<file path="config.mk">
export PLATFORM = sky130hd
export DESIGN_NAME = bank_isu_credit_arb
export DESIGN_NICKNAME = d
export VERILOG_FILES = /design/src/rtl/bank_isu_credit_arb.sv
export SDC_FILE = /design/constraint.sdc
export NUM_CORES = 1
export LEC_CHECK = 0
export ABC_AREA = 1
export BUFFER_PORTS_ARGS = -buffer_cell sky130_fd_sc_hd__buf_2
export CAP_MARGIN = 0
export CORE_ASPECT_RATIO = 1.4
export CORE_MARGIN = 1
export CORE_UTILIZATION = 54
export CTS_CLUSTER_DIAMETER = 50
export CTS_CLUSTER_SIZE = 16
export DETAILED_ROUTE_END_ITERATION = 6
export GPL_TIMING_DRIVEN = 0
export PLACE_DENSITY = 0.79
export SYNTH_ARGS = -nofsm -noshare
export SYNTH_HDL_FRONTEND = slang
export SYNTH_SLANG_ARGS = --single-unit
</file>
<file path="constraint.sdc">
create_clock -name clk_i -period 2.2 [get_ports clk_i]
set_input_delay 0.33 -clock clk_i [delete_from_list [all_inputs] [get_ports clk_i]]
set_output_delay 0.33 -clock clk_i [all_outputs]
set_load 0.005 [all_outputs]
</file>
<file path="src/rtl/bank_isu_credit_arb.sv">
// Purpose: round-robin issue arbiter over three ISU channel queues, gated by per-channel xbar response credits, stamping each grant with a per-channel ROB number.
// Latency: zero-cycle grant (combinational from req_valid_i and registered state); credit/ROB/pointer state updates on the next clk_i edge.
// Backpressure: grant_ready_i low holds the presented channel and all state; a channel with zero credits is ineligible until a credit returns.
module bank_isu_credit_arb #(
   parameter int CREDIT_MAX = 4,
   parameter int ROB_W      = 3
) (
   input  logic             clk_i,
   input  logic             rst_i,
   input  logic [2:0]       req_valid_i,
   output logic [2:0]       req_ready_o,
   output logic             grant_valid_o,
   input  logic             grant_ready_i,
   output logic [1:0]       grant_ch_o,
   output logic [ROB_W-1:0] grant_rob_num_o,
   input  logic [2:0]       xbar_credit_rtn_i,
   output logic [8:0]       credit_vec_o,
   output logic             credit_ovf_o
);

   localparam logic [2:0] LP_CMAX = 3'(CREDIT_MAX);

   logic [2:0][2:0]       r_credit;
   logic [2:0][ROB_W-1:0] r_rob;
   logic [1:0]            r_last;
   logic                  r_ovf;

   logic [2:0] w_elig;
   logic [1:0] w_ch;
   logic       w_any;
   logic       w_fire;

   // A channel may compete only while its head is valid and it still owns a response credit.
   always_comb begin
      w_elig = 3'b000;
      for (int c = 0; c < 3; c++) begin
         w_elig[c] = req_valid_i[c] & (r_credit[c] != 3'd0);
      end
   end

   // Search starts one past the last fired channel; falls back to 0 when nothing is eligible.
   always_comb begin
      w_ch = 2'd0;
      case (r_last)
         2'd0: begin
            if      (w_elig[1]) w_ch = 2'd1;
            else if (w_elig[2]) w_ch = 2'd2;
            else                w_ch = 2'd0;
         end
         2'd1: begin
            if      (w_elig[2]) w_ch = 2'd2;
            else if (w_elig[0]) w_ch = 2'd0;
            else if (w_elig[1]) w_ch = 2'd1;
            else                w_ch = 2'd0;
         end
         default: begin
            if      (w_elig[0]) w_ch = 2'd0;
            else if (w_elig[1]) w_ch = 2'd1;
            else if (w_elig[2]) w_ch = 2'd2;
            else                w_ch = 2'd0;
         end
      endcase
   end

   // Outputs are forced idle during reset so a pending issue is dropped cleanly.
   always_comb begin
      w_any           = (|w_elig) & ~rst_i;
      w_fire          = w_any & grant_ready_i;
      grant_valid_o   = w_any;
      grant_ch_o      = rst_i ? 2'd0 : w_ch;
      grant_rob_num_o = rst_i ? '0 : r_rob[w_ch];
      req_ready_o     = w_fire ? (3'b001 << w_ch) : 3'b000;
      credit_vec_o    = r_credit;
      credit_ovf_o    = r_ovf;
   end

   // Pointer, ROB counters and credit counters; a fire and a return on the same channel cancel out.
   always_ff @(posedge clk_i) begin
      if (rst_i) begin
         for (int c = 0; c < 3; c++) begin
            r_credit[c] <= LP_CMAX;
            r_rob[c]    <= '0;
         end
         r_last <= 2'd2;
         r_ovf  <= 1'b0;
      end else begin
         if (w_fire) begin
            r_last <= w_ch;
         end
         for (int c = 0; c < 3; c++) begin
            if (req_ready_o[c]) begin
               r_rob[c] <= r_rob[c] + 1'b1;
            end
            case ({req_ready_o[c], xbar_credit_rtn_i[c]})
               2'b10: r_credit[c] <= r_credit[c] - 3'd1;
               2'b01: begin
                  if (r_credit[c] < LP_CMAX) begin
                     r_credit[c] <= r_credit[c] + 3'd1;
                  end else begin
                     r_ovf <= 1'b1;
                  end
               end
               default: ;
            endcase
         end
      end
   end

endmodule

</file>
==> metrics <==
post-synthesis register bit count 21; CTS max path bufs 2; worst setup margin 0.0660 ns; critical path depth 10; cell accounting for the most synthesized area dfxtp_1; Hold Violations, Final 0; area added between synthesis and finish 22.6%; I/O pin cnt 28; CTS tree yes; post-synthesis mux area share 0; worst slack, placed 0.0921 ns; syn avg cell area 7.26 um2; number of synthesized flops with an enable pin 0; largest net degree at the start of global routing 12; asr flop ratio synth 0; Crit-path slowest cell dfxtp_2; fin area 1650 um2; Leak 0.842 nW; DR WL/cell 12.4 um; Num CTS Buffers 3; GRT Residual Overflow 0; Clock Root Buffer clkbuf_4; Max-Cap Viols 0; clock insertion delay at the later pin of the skew report 0.30 ns; xor/xnor share of the synthesized area 0.0196; Pre-Repair DR Iteration Count 7; Least-Margin Pin Slew 0.441 ns; Synth Instances 185; Synth Area in Compound Gates 0.128; hpwl dp 2.36 mm; Worst Setup Path Type flop to output pin; # DRC 0; met3 Track Usage GR 0.0176; Max-slew headroom 0.706; Cell Area, Placed 1510 um2; clk slew on worst S/H paths 0.12 ns; clock net sink count 21; cells on worst reg2reg path 13; Power Dens Cells 490 nW/um2; n_diodes 0; Slew Limit Fails 0; Avg Vias per Cell 5.41; placed cells 235; non-filler cells in the finished layout 247; first-pass GRT wire length 4.77 mm; period utilisation layout 0.970; Post-Syn Nets 200; Synth Cell Area 1340 um2; top cell type's share of synthesized area 0.313; crit start category flop; Final nets 240; met2 Usage GRT 0.426; CP Data Required Time 1.87 ns; hold crit path type input pin to flop; Crit path largest cell delay 0.38 ns; worst-path cell chain inv_2, nand2_1, nand3_1, nand3_2, nand2_4, buf_4, nor2_2, nand2_4, inv_2, buf_2; Arrival @ worst endpoint 1.80 ns; Port Buf Inserts 27; H-tree Lvls 1; RSZ-0062 raised after global routing yes; top_reg_cell synth dfxtp_1; Tot GR Track Use 0.231; Initial Utilization 0.568; layout cells sized above 1 0.353; crit path buf inv count 4; status complete, no violations; largest family of logic cells by synthesized area simple AND/OR/NAND/NOR gates; hold buffer count at CTS 0; initial antenna violation count 0; via count 1336; Top delay family on crit path simple AND/OR/NAND/NOR gates; synth top area cells dfxtp_1, nand2_1, inv_1; Post-Synth Adder-Cell Area 0.0726; Die W 44.2 um; area of the core 2360 um2; drt total wl 3.07 mm; FP Rows 21; fmax 0.469 GHz; post-synth cell types 27; vias in the first global route 1126; Die H 61.0 um; Worst setup EP type output pin; number of DRC markers in iteration 0 38; hold path cells 4; Crit Path Max Fanout 6; grt met1 use 0.292; minimum clock period 2.13 ns; Placer Congestion 0.767; Setup Skew 0.00609 ns; register area share after synthesis 0.313; DIE AREA 2690 um2; internal reg-to-reg setup slack 0.07 ns; Simple-Gate Fraction of Synth Area 0.370; Layout fillers 193; Max IR drop VDD 0.310 mV; Final setup viols 0; Yosys Warn Count 0; Antenna Violating Nets Remaining 0; gr busiest metal met2
==> tightest hold or removal path: cells and delay by family <==
family / cells / cell delay [ns]
and+or+nand+nor: 2 / 0.18
AOI/OAI and AO/OA: 1 / 0.06
buffers and inverters: 1 / 0.10
==> timing repair <==
action,CTS,global route
resized for setup,2,18
pin swaps,0,7
setup endpoints to repair,1,7
setup buffers,0,8
==> placed cells by master (no fill, tap or decap), drive strengths merged <==
cell / netlist / layout
nor2: 25 / 25
dfxtp: 21 / 21
o211ai: 3 / 3
xor2: 3 / 3
and3: 1 / 1
ha: 3 / 3
nand4: 2 / 2
buf: 1 / 36
inv: 31 / 31
clkbuf: 1 / 5
a21oi: 14 / 14
fa: 3 / 3
o21ai: 13 / 13
nand2: 44 / 44
nand3: 20 / 20
==> final cells by class <==
class	instances	area [um2]	area share
buffer	2	8.76	0.00532
inverter	31	121	0.0737
clock buffer	4	26.3	0.0159
sequential	21	442	0.268
multi-input combinational	131	813	0.494
timing repair buffer	35	208	0.126
tap	23	28.8	0.0175
==> state kept, by name, indices dropped and copies added (netlist names) <==
name,count
credit_vec_o,9
r_rob,9
r_last,2
credit_ovf_o,1
==> cell usage after synthesis (2+ instances only) <==
master	n
nand2_2	9
ha_1	3
xor2_1	3
o21ai_0	11
nand3_2	6
nand2_4	3
dfxtp_1	21
a21oi_1	12
nand4_1	2
o21ai_1	2
inv_1	26
inv_4	2
inv_2	3
o211ai_1	3
nand2_1	32
nor2_1	20
nor2_2	3
nand3_1	13
fa_1	3
==> layer usage <==
| layer | up-vias | routed length (um) |
|---|---|---|
| met5 | - | 0 |
| met4 | 0 | 31 |
| met3 | 6 | 86 |
| met2 | 29 | 1680 |
| met1 | 627 | 1280 |
| li1 | 674 | - |
==> where the power goes <==
| group | internal (mW) | leakage [nW] | switching, mW |
|---|---|---|---|
| clock network | 0.0706 | 0.0150 | 0.120 |
| logic | 0.0833 | 0.654 | 0.123 |
| registers | 0.394 | 0.174 | 0.0153 |
==> kinds of logic (layout without fill, tap and decap cells) <==
group / Yosys count / after routing
buffers and inverters: 33 / 72
adder cells (fa/ha/maj): 6 / 6
AND/OR/NAND/NOR: 92 / 92
XOR/XNOR: 3 / 3
AO/OA/AOI/OAI: 30 / 30
flip-flops: 21 / 21
==> path summary, 6_finish.rpt <==
kind / from / to
worst max-delay path: credit_vec_o[8] / req_ready_o[0]
worst min-delay path: grant_ready_i / r_last[0]
worst max register to register: credit_vec_o[4] / credit_vec_o[2]
worst min register to register: r_last[0] / r_last[0]
==> stage by stage <==
step,setup TNS (ns),utilization,hold slack [ns],power (mW)
final,0,0.697,0.414,0.807
after global routing,-0.283,0.697,0.427,0.847
after CTS,0,0.650,0.432,0.785
after detailed placement,0,0.638,0.468,0.601
after global placement,0,0.638,0.453,0.593
after floorplan,0,-,0.442,0.545
Note: power is estimated with default switching activity, not from simulation.
